**config.mk**
```make
export PLATFORM = sky130hd
export DESIGN_NAME = div
export DESIGN_NICKNAME = d
export VERILOG_FILES = /design/src/rtl/div_pkg.sv /design/src/rtl/div_step.sv /design/src/rtl/div.sv
export SDC_FILE = /design/constraint.sdc
export NUM_CORES = 1
export LEC_CHECK = 0
export ABC_AREA = 1
export BUFFER_PORTS_ARGS = -buffer_cell sky130_fd_sc_hd__buf_2
export CAP_MARGIN = 20
export CORE_MARGIN = 1
export CORE_UTILIZATION = 50
export CTS_CLUSTER_SIZE = 14
export DETAILED_ROUTE_END_ITERATION = 6
export PLACE_DENSITY_LB_ADDON = 0.12
export SYNTH_ARGS = -nofsm -noshare
export SYNTH_HDL_FRONTEND = slang
export SYNTH_HIERARCHICAL = 1
export SYNTH_SLANG_ARGS = --single-unit
```
**constraint.sdc**
```tcl
create_clock -name clk_i -period 1.68 [get_ports clk_i]
set_input_delay 0.252 -clock clk_i [delete_from_list [all_inputs] [get_ports clk_i]]
set_output_delay 0.252 -clock clk_i [all_outputs]
set_load 0.05 [all_outputs]
```
**src/rtl/div_pkg.sv**
```systemverilog
// rtl/div_pkg.sv - shared encodings and widths for the restoring divider
package div_pkg;

    localparam int DIVIDEND_W = 16;
    localparam int DIVISOR_W  = 8;
    localparam int STEPS      = 16;

    typedef enum logic {
        IDLE = 1'b0,
        WORK = 1'b1
    } state_t;

endpackage

```
**src/rtl/div_step.sv**
```systemverilog
// rtl/div_step.sv - one combinational restoring-division step
module div_step
    import div_pkg::*;
(
    input  logic [DIVISOR_W-1:0] rem,
    input  logic                 bit_in,
    input  logic [DIVISOR_W-1:0] divisor,
    output logic [DIVISOR_W-1:0] rem_next,
    output logic                 q_bit
);

    logic [DIVISOR_W:0] p;

    assign p     = {rem, bit_in};
    assign q_bit = (p >= {1'b0, divisor});
    // A zero divisor always subtracts nothing, so rem just truncates to 8 bits.
    assign rem_next = q_bit ? DIVISOR_W'(p - {1'b0, divisor}) : p[DIVISOR_W-1:0];

endmodule

```
**src/rtl/div.sv**
```systemverilog
// rtl/div.sv - 16/8 unsigned sequential restoring divider, fixed 16-cycle latency
module div
    import div_pkg::*;
(
    input  logic                  clk_i,
    input  logic                  rst_i,
    input  logic [DIVIDEND_W-1:0] a_bi,
    input  logic [DIVISOR_W-1:0]  b_bi,
    input  logic                  start_i,
    output logic                  busy_o,
    output logic [DIVIDEND_W-1:0] q_bo,
    output logic [DIVISOR_W-1:0]  r_bo,
    output logic                  done_o,
    output logic                  dz_o
);

    state_t                state;
    logic [DIVIDEND_W-1:0] dvd;
    logic [DIVISOR_W-1:0]  dvs;
    logic [DIVISOR_W-1:0]  rem;
    logic [DIVISOR_W-1:0]  rem_nx;
    logic                  q_bit;
    logic [3:0]            cnt;

    div_step u_step (
        .rem      (rem),
        .bit_in   (dvd[DIVIDEND_W-1]),
        .divisor  (dvs),
        .rem_next (rem_nx),
        .q_bit    (q_bit)
    );

    assign busy_o = (state == WORK);

    // The dividend register shifts out its MSB and shifts in quotient bits,
    // so after the last step it holds the full quotient.
    always_ff @(posedge clk_i) begin
        if (rst_i) begin
            state  <= IDLE;
            cnt    <= '0;
            dvd    <= '0;
            dvs    <= '0;
            rem    <= '0;
            q_bo   <= '0;
            r_bo   <= '0;
            dz_o   <= 1'b0;
            done_o <= 1'b0;
        end else begin
            done_o <= 1'b0;
            case (state)
                IDLE: begin
                    if (start_i) begin
                        dvd   <= a_bi;
                        dvs   <= b_bi;
                        rem   <= '0;
                        cnt   <= '0;
                        state <= WORK;
                    end
                end
                WORK: begin
                    dvd <= {dvd[DIVIDEND_W-2:0], q_bit};
                    rem <= rem_nx;
                    cnt <= cnt + 4'd1;
                    if (cnt == 4'(STEPS - 1)) begin
                        q_bo   <= {dvd[DIVIDEND_W-2:0], q_bit};
                        r_bo   <= rem_nx;
                        dz_o   <= (dvs == '0);
                        done_o <= 1'b1;
                        state  <= IDLE;
                    end
                end
                default: state <= IDLE;
            endcase
        end
    end

endmodule

```
==> impl_metrics.csv <==
group,metric,value,unit
synthesis,synth_area_leaders,"dfxtp_1 40%, nand2_1 18%, nand3_1 12%",
setup_path,ff2ff_path_depth,12,
die,ios,54,
setup_path,worstPathRequired,1960,ps
sta,fin_crit,1656,ps
setup_path,path_class,"flop to flop",
route,ant_nets,0,
route,wire_per_inst,12.55,µm
final_layout,antenna_cells,0,
setup_path,timing.rr.start,"dvs[4]",
route,drc,0,
setup_path,r2r_setup_slack,20,ps
synthesis,synthCells,449,
pwr,powerDensity,1148,mW/mm²
synthesis,synth.largest_area_cell,"dfxtp_1",
synthesis,synth.most_common_cell,"nand2_1",
setup_path,max_stage_delay,340,ps
final_layout,synthToLayoutAreaGrowth,28.95,%
die,dieArea,0.006632,mm²
sta,hold_violations,0,
setup_path,worstPathMaxFanout,10,
outcome,run_status,"completed",
global_routing,grt_first_pass_wirelength,12.43,mm
pwr,leakage,2.115,nW
placed_design,port_buffers,53,
placed_design,dpl_worst_slack,-120.5,ps
synthesis,async_reset_ff_share,0,%
final_layout,nets,568,
sta,fmax,603.8,MHz
clocking,cts_tree,"built",
route,num_vias,3079,
synthesis,synth_top_flop_cell,"dfxtp_1",
route,drtPass1Iterations,4,
setup_path,cp-start-kind,"flop",
placed_design,dp_hpwl,5.272,mm
sta,rsz0062_at_grt,"true",
synthesis,yosysWarningCount,6,
setup_path,crit_slowest_cell,"dfxtp_2",
clocking,cts_hold_buf,0,
min_path,holdPathStages,3,
clocking,htreeDepth,3,
setup_path,worstReg2RegEnd,"rem[6]",
global_routing,grt_max_degree,28,
sta,timing.final.ws_setup,23.87,ps
die,fp-row-count,28,
clocking,clk_pin_slew_worst_paths,80,ps
clocking,clockRootBuffer,"clkbuf_8",
setup_path,cpMostUsedCell,"nand2_1",
global_routing,antenna_found_initial,0,
clocking,cts_sinks,63,
global_routing,grt-ovfl-total,0,
sta,worstMarginPinSlew,402.7,ps
setup_path,path_cells,"inv_1, ha_4, nand2_1, nand2_1, clkinv_2, nand2_4, nand2_8, nand2_8, nand2_2, nand2_1, nand2_1, a21oi_1",
final_layout,multi_input_area,0.001764,mm²
sta,finClkSkew,9.077,ps
min_path,min_path_type,"input port to flop",
sta,min_period_over_period,98.58,%
sta,final_max_slew_viol_count,0,
synthesis,synthDistinctLibCells,28,
route,drtIter0Drc,210,
final_layout,fillers,505,
flow_run,maxCapViolations,0,
setup_path,crit_path_end_kind,"flop",
sta,relSlewSlack,73.15,%
final_layout,regArea,0.001274,mm²
sta,setup_violations,0,
synthesis,yosys-top-cells-count,"155 x nand2_1, 74 x nand3_1, 63 x dfxtp_1",
pwr,ir_worst_vdd,0.0006466,V
synthesis,netlist.area_leader.share,39.97,%
min_path,hold_path_end,"dvs[4]",
min_path,hp-start,"b_bi[4]",
die,core-area,0.005991,mm²
synthesis,synth.ff_latch_count,63,
sta,setup_tns,0,ps
synthesis,synth_edf_count,0,
global_routing,track_usage,24.47,%
route,via_per_inst,5.039,
setup_path,critPathArrivalTime,1930,ps
synthesis,syn_area,0.003156,mm²
final_layout,drive_above_1_share,32.65,%
route,wirelength,7.666,mm
die,initial_core_util,52.67,%
synthesis,ys_seq_area_share,39.97,%
global_routing,grt_pass1_vias,2806,
synthesis,synth_nets,486,
die,fp.dieW,81.44,µm
synthesis,syn-mean-instance-area,7.028,µm²
clocking,cts_max_path_buffers,2,
clocking,cts_buffers,9,
clocking,clk-insertion-delay-late,340,ps
placed_design,place_congestion,0.8384,
die,die_y,81.44,µm
cell families (layout without fill, tap and decap cells):
group                    count (synthesis)  count (layout)  synth area share [%]
adder cells (fa/ha/maj)                 10              10                 4.203
flip-flops                              63              63                 39.97
AND/OR/NAND/NOR                        290             291                 42.70
XOR/XNOR                                 3               3                0.8328
buffers and inverters                   62             148                 8.961
AO/OA/AOI/OAI                           21              21                 3.331
metal layers:
metal	global-route usage (%)	vias to the layer above	part of all wire, %
met3	4.222	11	5.3
met4	7.857	0	1.3
met5	0	-	0
li1	-	1572	-
met2	41.00	88	47
met1	31.77	1408	46
layout by cell type, fill, tap and decap left out, types with 10 or more instances in the layout:
master   synthesis  routed
nand2_1        155     145
nand3_1         74      72
dfxtp_1         63      53
buf_2            4      53
buf_4            6      35
nor2_1          33      33
inv_1           36      32
nand2_2         12      21
a21oi_1         13      11
dfxtp_2          0      10
registers in the layout, summed over array words and instances, names as in the netlist:
name    count
r_bo        8
dvd        16
q_bo       16
dz_o        1
done_o      1
cnt         4
dvs         8
busy_o      1
rem         8
worst max-delay path by stage:
stage	from	end	cells past startpoint
finish	dvs[4]	rem[6]	12
CTS	dvd[15]	rem[5]	13
detailed placement	dvd[15]	rem[4]	11
floorplan	dvd[15]	rem[4]	11
global placement	dvd[15]	rem[4]	11
global route	dvs[4]	rem[4]	12
layout make-up:
cell class	instances	share of cell area (%)
Multi-Input combinational cell	325	43.36
Clock buffer	9	3.044
Inverter	43	3.998
Clock inverter	7	2.522
Sequential cell	63	31.30
Timing Repair Buffer	89	13.47
Tap cell	75	2.306
per-stage QoR:
stage | utilization (%) | hold slack, ps | instance area [µm²] | total power, W | cells
CTS | 66.88 | 164.2 | 4006 | 0.004631 | 611
global route | 67.92 | 187.2 | 4069 | 0.004925 | 611
global placement | 61.40 | 450.4 | 3679 | 0.002964 | 594
floorplan | - | 418.7 | 3158 | 0.002592 | 449
finish | 67.92 | 172.0 | 4069 | 0.004670 | 611
detailed placement | 61.40 | 454.2 | 3679 | 0.002990 | 594
critical path: cells and delay by family (launching register included):
family	cells	cell delay [ps]
AO/OA/AOI/OAI	1	130
adder cells (fa/ha/maj)	1	290
buffers and inverters	2	160
flip-flops	1	340
AND/OR/NAND/NOR	8	680
power breakdown:
| group | total, W | internal, W | switching (W) |
|---|---|---|---|
| clock | 0.00151 | 0.000853 | 0.000657 |
| sequential | 0.00163 | 0.00157 | 0.0000656 |
| combinational | 0.00153 | 0.000641 | 0.000885 |
what timing repair did:
action / CTS / global route
resized for setup: 16 / 23
endpoints found under the setup margin: 14 / 18
setup buffers: 0 / 1
pin swaps: 6 / 13
cloned: 1 / 0
Note: power is estimated with default switching activity, not from simulation.
